[src/rtl/gf2_mul32_seq_if.sv]
// Operand/result handshake bundle for the sequential 32-bit carry-less multiplier.
// The master side drives operands and out_ready; the slave side is the multiplier.
interface gf2_mul32_seq_if;
    logic        in_valid;
    logic        in_ready;
    logic [31:0] a;
    logic [31:0] b;
    logic        out_valid;
    logic        out_ready;
    logic [62:0] y;

    modport master (
        output in_valid, a, b, out_ready,
        input  in_ready, out_valid, y
    );

    modport slave (
        input  in_valid, a, b, out_ready,
        output in_ready, out_valid, y
    );
endinterface

[src/rtl/gf2_mul32_seq.sv]
// 32x32 carry-less multiplier built from one shared 16x16 core over three Karatsuba
// passes (low, middle, high). The recombination is folded into the HI-state update of y.
module gf2_mul32_seq #(
    parameter int CNT_W = 16
) (
    input  logic             clk,
    input  logic             rst_n,
    gf2_mul32_seq_if.slave   bus,
    output logic             busy,
    output logic [CNT_W-1:0] done_cnt
);

    typedef enum logic [2:0] {
        IDLE = 3'd0,
        LO   = 3'd1,
        MID  = 3'd2,
        HI   = 3'd3,
        DONE = 3'd4
    } state_t;

    localparam logic [CNT_W-1:0] CNT_ONE = {{(CNT_W-1){1'b0}}, 1'b1};

    function automatic logic [30:0] clmul16(input logic [15:0] x, input logic [15:0] w);
        logic [30:0] acc;
        acc = 31'd0;
        for (int i = 0; i < 16; i++) begin
            if (w[i]) begin
                acc = acc ^ ({15'd0, x} << i);
            end else begin
                acc = acc;
            end
        end
        return acc;
    endfunction

    state_t           state_q, state_d;
    logic [31:0]      a_q, a_d;
    logic [31:0]      b_q, b_d;
    logic [30:0]      z0_q, z0_d;
    logic [30:0]      z1_q, z1_d;
    logic [62:0]      y_q, y_d;
    logic [CNT_W-1:0] cnt_q, cnt_d;

    logic [15:0]      core_a_s;
    logic [15:0]      core_b_s;
    logic [30:0]      core_p_s;
    logic [30:0]      mid_s;

    // Core operand selection: the single multiplier is time-shared by state.
    always_comb begin
        core_a_s = 16'd0;
        core_b_s = 16'd0;
        case (state_q)
            LO: begin
                core_a_s = a_q[15:0];
                core_b_s = b_q[15:0];
            end
            MID: begin
                core_a_s = a_q[15:0] ^ a_q[31:16];
                core_b_s = b_q[15:0] ^ b_q[31:16];
            end
            HI: begin
                core_a_s = a_q[31:16];
                core_b_s = b_q[31:16];
            end
            default: begin
                core_a_s = 16'd0;
                core_b_s = 16'd0;
            end
        endcase
    end

    assign core_p_s = clmul16(core_a_s, core_b_s);
    // In HI, core_p_s is z2, so this is the Karatsuba middle term z0^z1^z2.
    assign mid_s    = z0_q ^ z1_q ^ core_p_s;

    // Next-state and datapath update.
    always_comb begin
        state_d = state_q;
        a_d     = a_q;
        b_d     = b_q;
        z0_d    = z0_q;
        z1_d    = z1_q;
        y_d     = y_q;
        cnt_d   = cnt_q;
        case (state_q)
            IDLE: begin
                if (bus.in_valid) begin
                    a_d     = bus.a;
                    b_d     = bus.b;
                    state_d = LO;
                end else begin
                    state_d = IDLE;
                end
            end
            LO: begin
                z0_d    = core_p_s;
                state_d = MID;
            end
            MID: begin
                z1_d    = core_p_s;
                state_d = HI;
            end
            HI: begin
                y_d     = {32'd0, z0_q} ^ ({32'd0, mid_s} << 16) ^ ({32'd0, core_p_s} << 32);
                state_d = DONE;
            end
            DONE: begin
                if (bus.out_ready) begin
                    cnt_d = cnt_q + CNT_ONE;
                    if (bus.in_valid) begin
                        a_d     = bus.a;
                        b_d     = bus.b;
                        state_d = LO;
                    end else begin
                        state_d = IDLE;
                    end
                end else begin
                    state_d = DONE;
                end
            end
            default: begin
                state_d = IDLE;
            end
        endcase
    end

    // State and datapath registers.
    always_ff @(posedge clk or negedge rst_n) begin
        if (!rst_n) begin
            state_q <= IDLE;
            a_q     <= 32'd0;
            b_q     <= 32'd0;
            z0_q    <= 31'd0;
            z1_q    <= 31'd0;
            y_q     <= 63'd0;
            cnt_q   <= {CNT_W{1'b0}};
        end else begin
            state_q <= state_d;
            a_q     <= a_d;
            b_q     <= b_d;
            z0_q    <= z0_d;
            z1_q    <= z1_d;
            y_q     <= y_d;
            cnt_q   <= cnt_d;
        end
    end

    assign bus.in_ready  = (state_q == IDLE) | ((state_q == DONE) & bus.out_ready);
    assign bus.out_valid = (state_q == DONE);
    assign bus.y         = y_q;
    assign busy          = (state_q != IDLE);
    assign done_cnt      = cnt_q;

endmodule
[src/flat_wrapper.sv]
// flat-port wrapper written by rule: the top's interface ports become plain ports
module gf2_mul32_seq_flat 
#(
    parameter int CNT_W = 16
)
  (clk, rst_n, busy, done_cnt, bus_in_valid, bus_a, bus_b, bus_out_ready, bus_in_ready, bus_out_valid, bus_y);
  gf2_mul32_seq_if bus_i ();
  input  logic clk;
  input  logic rst_n;
  output logic busy;
  output logic [CNT_W-1:0] done_cnt;
  input wire logic [$bits(bus_i.in_valid)-1:0] bus_in_valid;
  input wire logic [$bits(bus_i.a)-1:0] bus_a;
  input wire logic [$bits(bus_i.b)-1:0] bus_b;
  input wire logic [$bits(bus_i.out_ready)-1:0] bus_out_ready;
  output wire logic [$bits(bus_i.in_ready)-1:0] bus_in_ready;
  output wire logic [$bits(bus_i.out_valid)-1:0] bus_out_valid;
  output wire logic [$bits(bus_i.y)-1:0] bus_y;
  assign bus_i.in_valid = bus_in_valid;
  assign bus_i.a = bus_a;
  assign bus_i.b = bus_b;
  assign bus_i.out_ready = bus_out_ready;
  assign bus_in_ready = bus_i.in_ready;
  assign bus_out_valid = bus_i.out_valid;
  assign bus_y = bus_i.y;
  gf2_mul32_seq #(.CNT_W(CNT_W)) u_core (.clk(clk), .rst_n(rst_n), .bus(bus_i), .busy(busy), .done_cnt(done_cnt));
endmodule
[config.mk]
export PLATFORM = sky130hd
export DESIGN_NAME = gf2_mul32_seq_flat
export DESIGN_NICKNAME = d
export VERILOG_FILES = /design/src/rtl/gf2_mul32_seq_if.sv /design/src/rtl/gf2_mul32_seq.sv /design/src/flat_wrapper.sv
export SDC_FILE = /design/constraint.sdc
export NUM_CORES = 1
export LEC_CHECK = 0
export ABC_AREA = 0
export CAP_MARGIN = 5
export CORE_MARGIN = 2
export CORE_UTILIZATION = 50
export CTS_CLUSTER_DIAMETER = 40
export DETAILED_ROUTE_END_ITERATION = 8
export PLACE_DENSITY = 0.78
export SYNTH_ARGS = -nofsm -noshare
export SYNTH_HDL_FRONTEND = slang
export SYNTH_SLANG_ARGS = --single-unit
[constraint.sdc]
create_clock -name clk -period 4.4 [get_ports clk]
set_clock_uncertainty 0.15 [all_clocks]
set_input_delay 0.88 -clock clk [delete_from_list [all_inputs] [get_ports clk]]
set_output_delay 0.88 -clock clk [all_outputs]
set_load 0.1 [all_outputs]
==> flow_summary.json <==
{
  "clock-sinks": 208,
  "status": "completed",
  "critPathLaunchType": "flip-flop",
  "first_global_vias": 10440,
  "slew_viol_final": 0,
  "drv_cap": 0,
  "cts_hold_buf": 0,
  "post-cts-setup-buffers": 0,
  "yosysSeqAreaShare_pct": 36.76,
  "antenna_found_initial": 0,
  "first_pass_iters": 5,
  "syn2layout_area_growth_pct": 20.94,
  "crit_start": "u_core.state_q[1]",
  "hold_path.class": "in -> async",
  "rr_startpoint": "u_core.state_q[1]",
  "cts_made_buffers": 30,
  "ys_seq_elements": 208,
  "setup_tns_ps": 0,
  "cpPeakStageDelay_ps": 590,
  "cp-endpoint": "u_core.bus.y[26]",
  "cts_tree": "built",
  "io_pins": 150,
  "netlist_area_sq_um": 14160,
  "rr_worst_depth": 10,
  "crit_path_max_fanout": 50,
  "worstPathArrival_ps": 4250,
  "grt_usage_pct": 24.18,
  "grt_start_max_net_pins": 95,
  "crit_chain": "buf_12 > mux2_4 > a221oi_4 > buf_4 > nor3_1 > xor2_1 > xnor2_1 > xnor3_2 > xnor3_1 > mux2_2",
  "maxSlewHeadroom_pct": 27.29,
  "rsz0062_at_grt": "false",
  "synthTopCellsByArea": "dfrtp_1 (37%), xnor2_1 (12%), nor3_1 (8.9%)",
  "tightestPinTransition_ps": 1087,
  "yosys_warnings": 0,
  "fin_crit_sh_pct": 89.87,
  "syn_nets": 1398,
  "die_h_microns": 172.3,
  "drive_gt1_share_pct": 19.22,
  "grt_pass1_wl_microns": 56330,
  "n_antenna_cell": 0,
  "cpMaxStageDelayCell": "dfrtp_2",
  "wire_per_inst_microns": 18.67,
  "fin_hold_ws_ps": 206.7,
  "viasPerCell": 5.652,
  "layout_common_cells": "nor3_1 (253), dfrtp_1 (205), xnor2_1 (190)",
  "placed_area_sq_um": 16100,
  "final_core_util_pct": 61.47,
  "drt_iter0_markers": 931,
  "clkLatencyLatePin_ps": 580,
  "dp_hpwl_microns": 23950,
  "die-area_sq_um": 29680,
  "core_sq_um": 27860,
  "h-tree-depth": 1,
  "synth_area_per_cell_sq_um": 10.65,
  "antenna_left": 0,
  "gp_congestion": 0.9304,
  "gr-total-overflow": 0,
  "finalHoldViolations": 0,
  "ctsResizeCount": 0,
  "cts_root_buf": "clkbuf_16",
  "synth_top_area_share_pct": 36.76,
  "layout_commonest_cell": "nor3_1",
  "synth_cell_types": 35,
  "fillers": 2176,
  "finalInstanceArea_sq_um": 17120,
  "placement_rows": 61,
  "wl_microns": 34830,
  "clkTransAtPathRegs_ps": 60,
  "critical_path_class": "reg -> reg",
  "drt_drc_violations_left": 0,
  "crit_path_end_kind": "flip-flop",
  "finalNetCount": 1534,
  "yosysTopAreaCell": "dfrtp_1",
  "finalCriticalPeriod_ps": 3954,
  "dr_total_vias": 10546,
  "io_buffers": 149,
  "finalSetupViolCount": 0,
  "worst_r2r_endpoint": "u_core.bus.y[26]",
  "synthCells": 1329,
  "die_w_microns": 172.3,
  "max-clock-path-buffers": 3,
  "cp_data_required_time_ps": 4700,
  "max_freq_mhz": 252.9,
  "start_util_pct": 50.82,
  "r2r_slack_ps": 450
}
worst max-delay path, delay by kind of cell, from the launching register on:
kind	cells	cell delay, ps
xor+xnor	4	1280
mux	2	600
buf+inv	2	600
flops	1	590
compound gates	1	520
simple gates	1	80
cell families (layout without fill, tap and decap cells):
group	count (synthesis)	count (layout)	synth area share, %
compound gates	139	139	9.738
xor+xnor	294	294	22.68
fa+ha+maj	1	1	0.08836
buf+inv	111	270	4.357
flops	208	208	36.76
mux	117	117	9.836
simple gates	459	459	16.54
routing by layer:
metal  share of wire [%]  track usage, %  wire length (microns)  up-vias
met2                  47           38.61                  16220      401
met1                  43           33.39                  14870     5138
met3                 7.0           3.319                   2454       98
met4                 3.7           9.792                   1293        0
li1                    -               -                      -     4909
met5                   0               0                      0        -
worst min-delay path by stage:
stage	end	cells past startpoint	from
3_3_place_gp	u_core.done_cnt[15]	1	u_core.done_cnt[15]
2_1_floorplan	u_core.z0_q[24]	2	u_core.z0_q[24]
4_1_cts	u_core.bus.y[47]	1	rst_n
5_1_grt	u_core.bus.y[47]	1	rst_n
3_5_place_dp	u_core.done_cnt[15]	1	u_core.done_cnt[15]
6_report	u_core.bus.y[47]	1	rst_n
Yosys cell counts, drive strengths merged:
cell type  number
or3             3
buf            63
xnor3          40
mux2          117
nor3          254
nand4           3
ha              1
nand2         116
o21ai         106
and4            1
xor3            3
xor2           56
dfrtp         208
xnor2         195
and3b          32
clkbuf         46
and3            4
nand2b          1
nand3           5
a221oi         32
nor2            5
a21boi          1
nor2b          34
inv             2
or3b            1
per-stage QoR:
stage          std cells  setup WS [ps]
2_1_floorplan       1329          556.8
3_3_place_gp        1811          558.9
3_5_place_dp        1811          499.0
4_1_cts             1866          489.6
5_1_grt             1866          322.9
6_report            1866          445.8
flip-flops by register name, indices dropped and copies added (netlist names):
signal and cells:
u_core.bus.y 63, u_core.z0_q 31, u_core.done_cnt 16, u_core.state_q 3
u_core.a_q 32, u_core.z1_q 31, u_core.b_q 32
layout make-up:
type                       instances  area, sq um  share of cell area (%)
tap                              378        473.0                   2.762
timing repair buffer             213         2056                   12.00
inverter                           2        7.507                 0.04384
multi-input combinational       1010         8349                   48.76
clock buffer                      34        785.8                   4.589
sequential                       208         5214                   30.45
clock inverter                    21        239.0                   1.396
Power is left out: the tool's default activity adds up to more than one toggle a clock period on the data nets, which glitch-free logic cannot reach.
